$ cat src/rtl/circuito_decodificador_pkg.sv
// circuito_decodificador_pkg: FSM states, function codes and code-to-one-hot decode.
package circuito_decodificador_pkg;

    typedef enum logic [1:0] {
        IDLE    = 2'd0,
        QUALIFY = 2'd1,
        ACTIVE  = 2'd2,
        RELEASE = 2'd3
    } estado_t;

    localparam logic [2:0] COD_NONE = 3'b000;
    localparam logic [2:0] COD_A    = 3'b001;
    localparam logic [2:0] COD_B    = 3'b010;
    localparam logic [2:0] COD_C    = 3'b011;
    localparam logic [2:0] COD_D    = 3'b100;
    localparam logic [2:0] COD_E    = 3'b101;
    localparam logic [2:0] COD_F    = 3'b110;
    localparam logic [2:0] COD_G    = 3'b111;

    // A lands on bit 6, G on bit 0
    function automatic logic [6:0] decodifica(input logic [2:0] cod);
        return (cod == COD_NONE) ? 7'd0 : 7'b1000000 >> (cod - 3'd1);
    endfunction

endpackage

$ cat src/rtl/circuito_decodificador_funcionalidade_contador_ciclos.sv
// contador_ciclos: up counter with synchronous clear, enable and terminal-count flag.
module contador_ciclos #(
    parameter int           W      = 4,
    parameter logic [W-1:0] LIMITE = '0
) (
    input  logic clk,
    input  logic clr,
    input  logic en,
    output logic tc
);

    logic [W-1:0] cnt;

    // clear together with enable counts the current cycle as the first one
    always_ff @(posedge clk)
        cnt <= clr ? W'(en) : en ? cnt + W'(1) : cnt;

    assign tc = cnt == LIMITE;

endmodule

$ cat src/rtl/circuito_decodificador_funcionalidade.sv
// circuito_decodificador_funcionalidade: qualified function-code decoder driving a one-hot select.
// Define DECOD_TIMEOUT_EN to add the ACTIVE hold timeout and the TIMEOUT pulse.
module circuito_decodificador_funcionalidade
    import circuito_decodificador_pkg::*;
#(
    parameter int STABLE_CYCLES = 4,
    parameter int HOLD_MAX      = 255
) (
    input  logic       clk,
    input  logic       rst_n,
    input  logic [2:0] CF,
    input  logic       CF_VALID,
    input  logic       ACK,
    output logic [6:0] SEL,
    output logic       BUSY,
    output logic       DONE,
    output logic       TIMEOUT
);

    estado_t    estado, estado_nxt;
    logic [2:0] cod, cod_nxt;
    logic       valido, igual, stab_tc, hold_tc, fim_ack;
    logic       stab_clr, stab_en;

    assign valido  = CF_VALID && CF != COD_NONE;
    assign igual   = CF == cod;
    assign fim_ack = estado == ACTIVE && ACK;
    assign BUSY    = estado != IDLE;

    always_comb begin
        estado_nxt = estado;
        cod_nxt    = cod;
        case (estado)
            IDLE:
                if (valido) begin
                    cod_nxt    = CF;
                    estado_nxt = stab_tc ? ACTIVE : QUALIFY;
                end
            QUALIFY:
                if (!valido)
                    estado_nxt = IDLE;
                else if (!igual)
                    cod_nxt = CF;
                else if (stab_tc)
                    estado_nxt = ACTIVE;
            ACTIVE:
                estado_nxt = (ACK || hold_tc) ? RELEASE : ACTIVE;
            RELEASE:
                estado_nxt = CF_VALID ? RELEASE : IDLE;
            default:
                estado_nxt = IDLE;
        endcase
    end

    // count sits at 0 outside QUALIFY, so its flag compares against STABLE_CYCLES-1
    assign stab_clr = !rst_n || estado != QUALIFY || !valido || !igual;
    assign stab_en  = rst_n && valido && (estado == IDLE || estado == QUALIFY);

    contador_ciclos #(
        .W      (4),
        .LIMITE (4'(STABLE_CYCLES - 1))
    ) u_estab (
        .clk (clk),
        .clr (stab_clr),
        .en  (stab_en),
        .tc  (stab_tc)
    );

    always_ff @(posedge clk) begin
        if (!rst_n) begin
            estado <= IDLE;
            cod    <= COD_NONE;
            SEL    <= '0;
            DONE   <= 1'b0;
        end else begin
            estado <= estado_nxt;
            cod    <= cod_nxt;
            SEL    <= (estado_nxt == ACTIVE) ? decodifica(cod_nxt) : 7'd0;
            DONE   <= fim_ack;
        end
    end

`ifdef DECOD_TIMEOUT_EN
    logic hold_clr, hold_en;

    assign hold_clr = !rst_n || estado != ACTIVE;
    assign hold_en  = rst_n && estado == ACTIVE;

    contador_ciclos #(
        .W      (8),
        .LIMITE (8'(HOLD_MAX - 1))
    ) u_hold (
        .clk (clk),
        .clr (hold_clr),
        .en  (hold_en),
        .tc  (hold_tc)
    );

    // ACK wins over a simultaneous timeout
    always_ff @(posedge clk)
        TIMEOUT <= !rst_n ? 1'b0 : (estado == ACTIVE && !ACK && hold_tc);
`else
    assign hold_tc = 1'b0;
    assign TIMEOUT = 1'b0;
`endif

endmodule

$ cat config.mk
export PLATFORM = sky130hd
export DESIGN_NAME = circuito_decodificador_funcionalidade
export DESIGN_NICKNAME = d
export VERILOG_FILES = /design/src/rtl/circuito_decodificador_pkg.sv /design/src/rtl/circuito_decodificador_funcionalidade_contador_ciclos.sv /design/src/rtl/circuito_decodificador_funcionalidade.sv
export SDC_FILE = /design/constraint.sdc
export NUM_CORES = 1
export LEC_CHECK = 0
export ABC_AREA = 0
export CORE_UTILIZATION = 52
export CTS_BUF_LIST = sky130_fd_sc_hd__clkbuf_8 sky130_fd_sc_hd__clkbuf_16
export CTS_CLUSTER_DIAMETER = 40
export DETAILED_ROUTE_END_ITERATION = 10
export GPL_ROUTABILITY_DRIVEN = 0
export PLACE_DENSITY = 0.78
export SKIP_CTS_REPAIR_TIMING = 1
export SYNTH_ARGS = -nofsm -noshare
export SYNTH_HDL_FRONTEND = slang
export SYNTH_SLANG_ARGS = --single-unit
$ cat constraint.sdc
create_clock -name clk -period 5.85 [get_ports clk]
set_input_delay 0.8775 -clock clk [delete_from_list [all_inputs] [get_ports clk]]
set_output_delay 0.8775 -clock clk [all_outputs]
set_load 0.01 [all_outputs]
==> run summary, run 1 <==
CP max FO: 6
Num CTS Buffers: 3
Clk Latency, worst-skew pair: 240 ps
Layout Skew: 2.09 ps
Yosys cell types: 30
Int Pwr: 0.181 mW
worst reg2reg setup slack: 3500 ps
DRC Markers: 0
Hold EP: u_estab.cnt[3]
max frequency: 316 MHz
peak supply drop: 0.170 mV
dpl hpwl: 1110 um
Setup crit start: CF_VALID
Mapped Area: 830 um^2
wire per inst: 12.2 um
Sink Count: 17
synthesized instance count: 88
pre-CTS worst setup slack: 2480 ps
Clock transition at path regs: 70 ps
port bufs: 15
CTS tree: yes
Worst EP required: 6010 ps
multiplexer share of the synthesized area: 3.62%
main combinational cell family by area after synthesis: simple AND/OR/NAND/NOR gates
P&R area growth vs syn: 24.3%
Yosys top cell area share: 38.6%
First-pass DRT Iterations: 4
Setup Crit Path Kind: input pin to register
area leader, netlist: dfxtp_1
Clock power frac: 36.0%
Register Area: 350 um^2
initial DRC count: 16
Core Region: 0.00151 mm^2
drt via density: 5.20
unrepaired setup endpoints after global routing: no
H-tree Lvls: 1
period utilization: 54.1%
crit path time final: 3170 ps
Leakage: 0.407 nW
# Max-Cap Violations: 0
post-layout util: 68.4%
first-pass GRT wire length: 2550 um
grt total ovfl: 0
fin. max-slew vios: 0
combinational share of power: 13.5%
Post-layout nets: 118
Clk Tree Root Cell: clkbuf_8
layout cells sized above 1: 10.6%
status: finished, final reports clean
fraction of synthesized cell area in xor and xnor cells: 5.28%
Synth area leaders: dfxtp_1, ha_1, nor2b_1
YS warnings: 0
NetSw: 0.0594 mW
Rows: 14
CP Capture Type: register
Total GRT Usage: 18.7%
register area share after synthesis: 42.2%
multi-input logic area: 453 um^2
Seq pwr share: 50.5%
Hold Crit Depth: 3
vias in the first global route: 558
Net Sw Frac: 24.7%
full die area: 0.00176 mm^2
Post-Syn Nets: 101
worst hold-check path type: register to register
worst rel slew slack: 55.5%
register bit total from synthesis: 17
worst r2r dst: SEL[1]
wire length after detailed routing: 1470 um
adder-cell share of the synthesized area: 9.05%
final setup margin: 2680 ps
startpoint types: input pin
chip width: 41.9 um
initial antenna violation count: 0
min-delay src: u_estab.cnt[1]
Initial Util: 55.1%
largest net degree at the start of global routing: 11
Hold Fails Final Rpt: 0
Routed Antenna Nets: 0
Avg Cell Area, Syn: 9.43 um^2
Synth Area in Compound Gates: 8.45%
io pins: 17
post-synthesis simple-gate area fraction: 27.3%
Fillers: 116
# diodes: 0
Final Setup Violations: 0
actual slew at the worst max-slew pin: 664 ps
clock buffer depth: 2
Power Density: 233 mW/mm^2
worst r2r src: estado[1]
setup TNS: 0 ps
Die Y: 41.9 um
Via Count: 624
R2R depth: 8
Worst EP arrival: 3320 ps
## cells by family after synthesis
logic type,Yosys count
buffers and inverters,6
and+or+nand+nor,40
xor gates and xnor gates,5
DFF,17
muxes,3
AOI/OAI and AO/OA,9
other,2
adders and majority gates,6
## worst max-delay path by stage
stage                   to  slack [ps]  cells past startpoint
floorplan           SEL[3]        3300                      9
global placement    SEL[2]        2560                      9
detailed placement  SEL[1]        2480                      9
CTS                 SEL[1]        2710                      9
global route        SEL[0]        2430                      9
finish              SEL[1]        2680                      9
## power groups by stage
stage	Sequential [mW]	Clock (mW)	Combinational, mW
floorplan	0.123	0	0.0231
global placement	0.124	0	0.0313
detailed placement	0.124	0	0.0321
CTS	0.121	0.0861	0.0322
global route	0.121	0.0916	0.0373
finish	0.121	0.0865	0.0325
## cell usage in the layout, fill, tap and decap left out
cell and count:
a31o_4 1, and3_2 1, or2_2 1, inv_1 3, nor2b_1 7, and4b_1 1
dfxtp_1 16, edfxtp_1 1, clkdlybuf4s50_1 15, a31oi_1 2, a22o_2 1, nand3_1 1
xnor2_1 1, o21a_1 1, nand4_1 1, ha_1 6, conb_1 2, clkinv_2 1
nor3b_2 1, nand2_1 10, nor3_1 8, or4b_4 1, o31ai_1 1, nor4_2 1
mux2i_1 3, nor2_1 5, clkbuf_8 3, nand2b_1 1, xor2_1 4, and2_1 1
o21ai_0 3
## critical path, cell delays in order
cell             delay (ps)
clkdlybuf4s50_1         520
nor2b_1                 220
nor2b_1                 450
mux2i_1                 400
ha_1                    210
ha_1                    230
nor2_1                  170
nand2_1                  80
nor3_1                  170
## sequential cells by signal (all words and copies together), names as in the netlist
signal / flops
cod: 3
DONE: 1
SEL: 7
u_estab.cnt: 4
estado: 2
## cell usage after synthesis
cell and number:
xor2_1 4, o21a_1 1, or2_2 1, a22o_2 1
nand2_1 10, xnor2_1 1, buf_4 1, nand2b_1 1
conb_1 2, o31ai_1 1, or4b_4 1, and3_2 1
o21ai_0 3, and4b_1 1, nor2_1 5, edfxtp_1 1
and2_1 1, ha_1 6, inv_1 3, mux2i_1 3
a31oi_1 2, nor3_1 8, nand4_1 1, nor4_2 1
a31o_4 1, dfxtp_1 16, nor2b_1 7, nor3b_2 1
nand3_1 1, clkbuf_1 2
## cell type report
class | count | share of cell area, %
Clock buffer | 3 | 4.00
Inverter | 3 | 1.09
Timing Repair Buffer | 15 | 14.6
Tap cell | 16 | 1.94
Clock inverter | 1 | 0.485
Multi-Input combinational cell | 65 | 43.9
Sequential cell | 17 | 34.0
## through the flow
stage | hold slack [ps] | cells | total power, mW | cell area [um^2]
floorplan | 499 | 88 | 0.146 | 830
global placement | 521 | 116 | 0.155 | 985
detailed placement | 530 | 116 | 0.156 | 985
CTS | 555 | 120 | 0.239 | 1030
global route | 625 | 120 | 0.250 | 1030
finish | 552 | 120 | 0.240 | 1030
## per-layer routing
layer	part of all wire [%]	track usage (%)
met1	50	26.7
met2	45	30.9
met3	4.6	2.61
met4	0	1.94
met5	0	0
Power figures use the tool's default switching activity.
==> run 2, diff against run 1 <==
--- a/config.mk
+++ b/config.mk
@@ -6,12 +6,12 @@
 export NUM_CORES = 1
 export LEC_CHECK = 0
 export ABC_AREA = 0
-export CORE_UTILIZATION = 52
+export CORE_UTILIZATION = 48
 export CTS_BUF_LIST = sky130_fd_sc_hd__clkbuf_8 sky130_fd_sc_hd__clkbuf_16
 export CTS_CLUSTER_DIAMETER = 40
 export DETAILED_ROUTE_END_ITERATION = 10
 export GPL_ROUTABILITY_DRIVEN = 0
-export PLACE_DENSITY = 0.78
+export PLACE_DENSITY = 0.72
 export SKIP_CTS_REPAIR_TIMING = 1
 export SYNTH_ARGS = -nofsm -noshare
 export SYNTH_HDL_FRONTEND = slang
==> constraint.sdc (replaced) <==
create_clock -name clk -period 3.02 [get_ports clk]
set_input_delay 0.453 -clock clk [delete_from_list [all_inputs] [get_ports clk]]
set_output_delay 0.453 -clock clk [all_outputs]
set_load 0.01 [all_outputs]
==> run 2 against run 1 <==
Net effect: the run now ends with design-rule violations left; combinational power up 95%; worst hold slack better by 6.7 ps; clock power up 90%; non-clock buffer count up 1; die area up 7.9%; power up 92%; design area up 0.73%; global-route usage down 2.3 points; first-iteration DRC count down 19%; critical endpoint is now SEL[3].
==> run summary, run 2 (synthesized netlist as in run 1, its figures left out) <==
largest net degree at the start of global routing: 11 (unchanged)
worst r2r dst: SEL[3] (was SEL[1])
Setup Crit Path Kind: input pin to register (unchanged)
clock buffer depth: 2 (unchanged)
grt total ovfl: 0 (unchanged)
Via Count: 622 (was 624)
Worst EP required: 3180 ps (was 6010 ps)
Layout Skew: 2.18 ps (was 2.09 ps)
critical path's slowest cell: clkdlybuf4s50_1 (unchanged)
drt via density: 5.14 (was 5.20)
Setup crit start: CF_VALID (unchanged)
most frequent cells in the layout: dfxtp_1, clkdlybuf4s50_1, nand2_1 (unchanged)
first-pass GRT wire length: 2280 um (was 2550 um)
CTS tree: yes (unchanged)
full die area: 0.00190 mm^2 (was 0.00176 mm^2)
wire per inst: 11.4 um (was 12.2 um)
Leakage: 0.412 nW (was 0.407 nW)
Most Crowded Layer GR: met2 (unchanged)
met1 Resource Use GR: 22.5% (was 26.7%)
met2 GRT Util: 23.6% (was 30.9%)
Clock transition at path regs: 60 ps (was 70 ps)
DRC Markers: 2 (was 0)
port bufs: 15 (unchanged)
Fillers: 125 (was 116)
period utilization: 80.1%
max reg flops: 7 (unchanged)
wire length after detailed routing: 1390 um (was 1470 um)
CP max stage delay: 510 ps (was 520 ps)
Post-layout nets: 119 (was 118)
Worst EP arrival: 2580 ps (was 3320 ps)
met3 global-route usage: 3.75% (was 2.61%)
Routed Antenna Nets: 0 (unchanged)
Rows: 14 (unchanged)
Worst setup endpoint: SEL[3] (was SEL[1])
Clk Tree Root Cell: clkbuf_8 (unchanged)
fin. max-slew vios: 0 (unchanged)
# diodes: 0 (unchanged)
status: finished with violations (was finished, final reports clean)
Hold Fails Final Rpt: 0 (unchanged)
layout cells sized above 1: 11.4% (was 10.6%)
Power Density: 445 mW/mm^2 (was 233 mW/mm^2)
crit path time final: 2420 ps
Initial Util: 53.2% (was 55.1%)
Sink Count: 17 (unchanged)
# Max-Cap Violations: 0 (unchanged)
worst r2r src: estado[1] (unchanged)
Final Hold Slack: 559 ps (was 552 ps)
chip width: 43.6 um (was 41.9 um)
io pins: 17 (unchanged)
fin area: 0.00104 mm^2 (was 0.00103 mm^2)
Largest regs: SEL (7), u_estab.cnt (4), cod (3) (unchanged)
Final Setup Violations: 0 (unchanged)
P&R area growth vs syn: 25.2% (was 24.3%)
Total GRT Usage: 16.4% (was 18.7%)
CP max FO: 4 (was 6)
vias in the first global route: 553 (was 558)
setup TNS: 0 ps (unchanged)
initial antenna violation count: 0 (unchanged)
Area after DPL: 992 um^2 (was 985 um^2)
Die Y: 43.6 um (was 41.9 um)
max frequency: 413 MHz
R2R depth: 8 (unchanged)
worst hold-check path type: register to register (unchanged)
initial DRC count: 13 (was 16)
worst reg2reg setup slack: 990 ps (was 3500 ps)
crit path buf inv count: 1 (unchanged)
CP Capture Type: register (unchanged)
Final Total Pwr: 0.462 mW (was 0.240 mW)
peak supply drop: 0.215 mV (was 0.170 mV)
Num CTS Buffers: 3 (unchanged)
actual slew at the worst max-slew pin: 756 ps (was 664 ps)
largest register by flop count: SEL (unchanged)
cell count along the critical path: 9 (unchanged)
CP top delay family: simple AND/OR/NAND/NOR gates (unchanged)
H-tree Lvls: 1 (unchanged)
CP cell instances: clkdlybuf4s50_1 -> nor2b_1 -> nor2b_1 -> mux2i_1 -> ha_1 -> ha_1 -> nor2b_1 -> nand2_1 -> nor4_2 (was clkdlybuf4s50_1 -> nor2b_1 -> nor2b_1 -> mux2i_1 -> ha_1 -> ha_1 -> nor2_1 -> nand2_1 -> nor3_1)
most used cell, CP: nor2b_1
startpoint types: input pin (unchanged)
Placed Cells: 117 (was 116)
Layout Cells excl Fill: 121 (was 120)
dpl hpwl: 1050 um (was 1110 um)
Core Region: 0.00156 mm^2 (was 0.00151 mm^2)
commonest non-fill, non-tap cell in the layout: dfxtp_1 (unchanged)
Clk Latency, worst-skew pair: 240 ps (about the same)
violated checks: design-rule violations
worst rel slew slack: 49.4% (was 55.5%)
unrepaired setup endpoints after global routing: no (unchanged)
First-pass DRT Iterations: 7 (was 4)
==> run 2: cell types whose count changed in the layout (fill, tap and decap cells not counted) <==
cell / previous run / this run
buf_4: 0 / 1
==> run 2: worst min path at each step <==
stage / slack [ps] / from / endpoint / depth (start not counted)
CTS: 560 / u_estab.cnt[3] / u_estab.cnt[3] / 2
global route: 600 / u_estab.cnt[3] / u_estab.cnt[3] / 2
global placement: 520 / u_estab.cnt[3] / u_estab.cnt[3] / 2
finish: 560 / u_estab.cnt[3] / u_estab.cnt[3] / 2
detailed placement: 550 / u_estab.cnt[3] / u_estab.cnt[3] / 2
floorplan: 500 / u_estab.cnt[3] / u_estab.cnt[3] / 2
==> run 2: cell type report <==
| type | instances | area (um^2) | share of cell area, % |
|---|---|---|---|
| sequential | 17 | 350 | 33.7 |
| clock inverter | 1 | 5.00 | 0.482 |
| timing repair buffer | 16 | 158 | 15.2 |
| tap | 16 | 20.0 | 1.93 |
| clock buffer | 3 | 41.3 | 3.98 |
| multi-input combinational | 65 | 453 | 43.6 |
| inverter | 3 | 11.3 | 1.08 |
==> run 2: power breakdown <==
group	internal [mW]	total [mW]	switching (mW)	leakage (nW)
Combinational	0.0292	0.0634	0.0342	0.246
Sequential	0.231	0.235	0.00409	0.140
Clock	0.0912	0.164	0.0727	0.0255
Total	0.351	0.462	0.111	0.412
==> run 2: worst register-to-register path, cell delays in order, from the launching register on <==
cell and delay, ps:
dfxtp_1 360, nor2b_1 180, nor2b_1 210, mux2i_1 370, ha_1 210, ha_1 130, nor2b_1 270, nand2_1 100
nor4_2 120
==> run 2: through the flow <==
| step | util (%) | setup slack (ps) |
|---|---|---|
| CTS | 66.6 | 582 |
| floorplan | - | 899 |
| detailed placement | 63.6 | 322 |
| global route | 66.6 | 359 |
| global placement | 63.6 | 376 |
| finish | 66.6 | 599 |
==> run 2: routing by layer <==
metal	up-vias	part of all wire, %
met5	-	0
met4	0	0.94
met3	2	3.3
met2	12	44
met1	278	51
li1	330	-
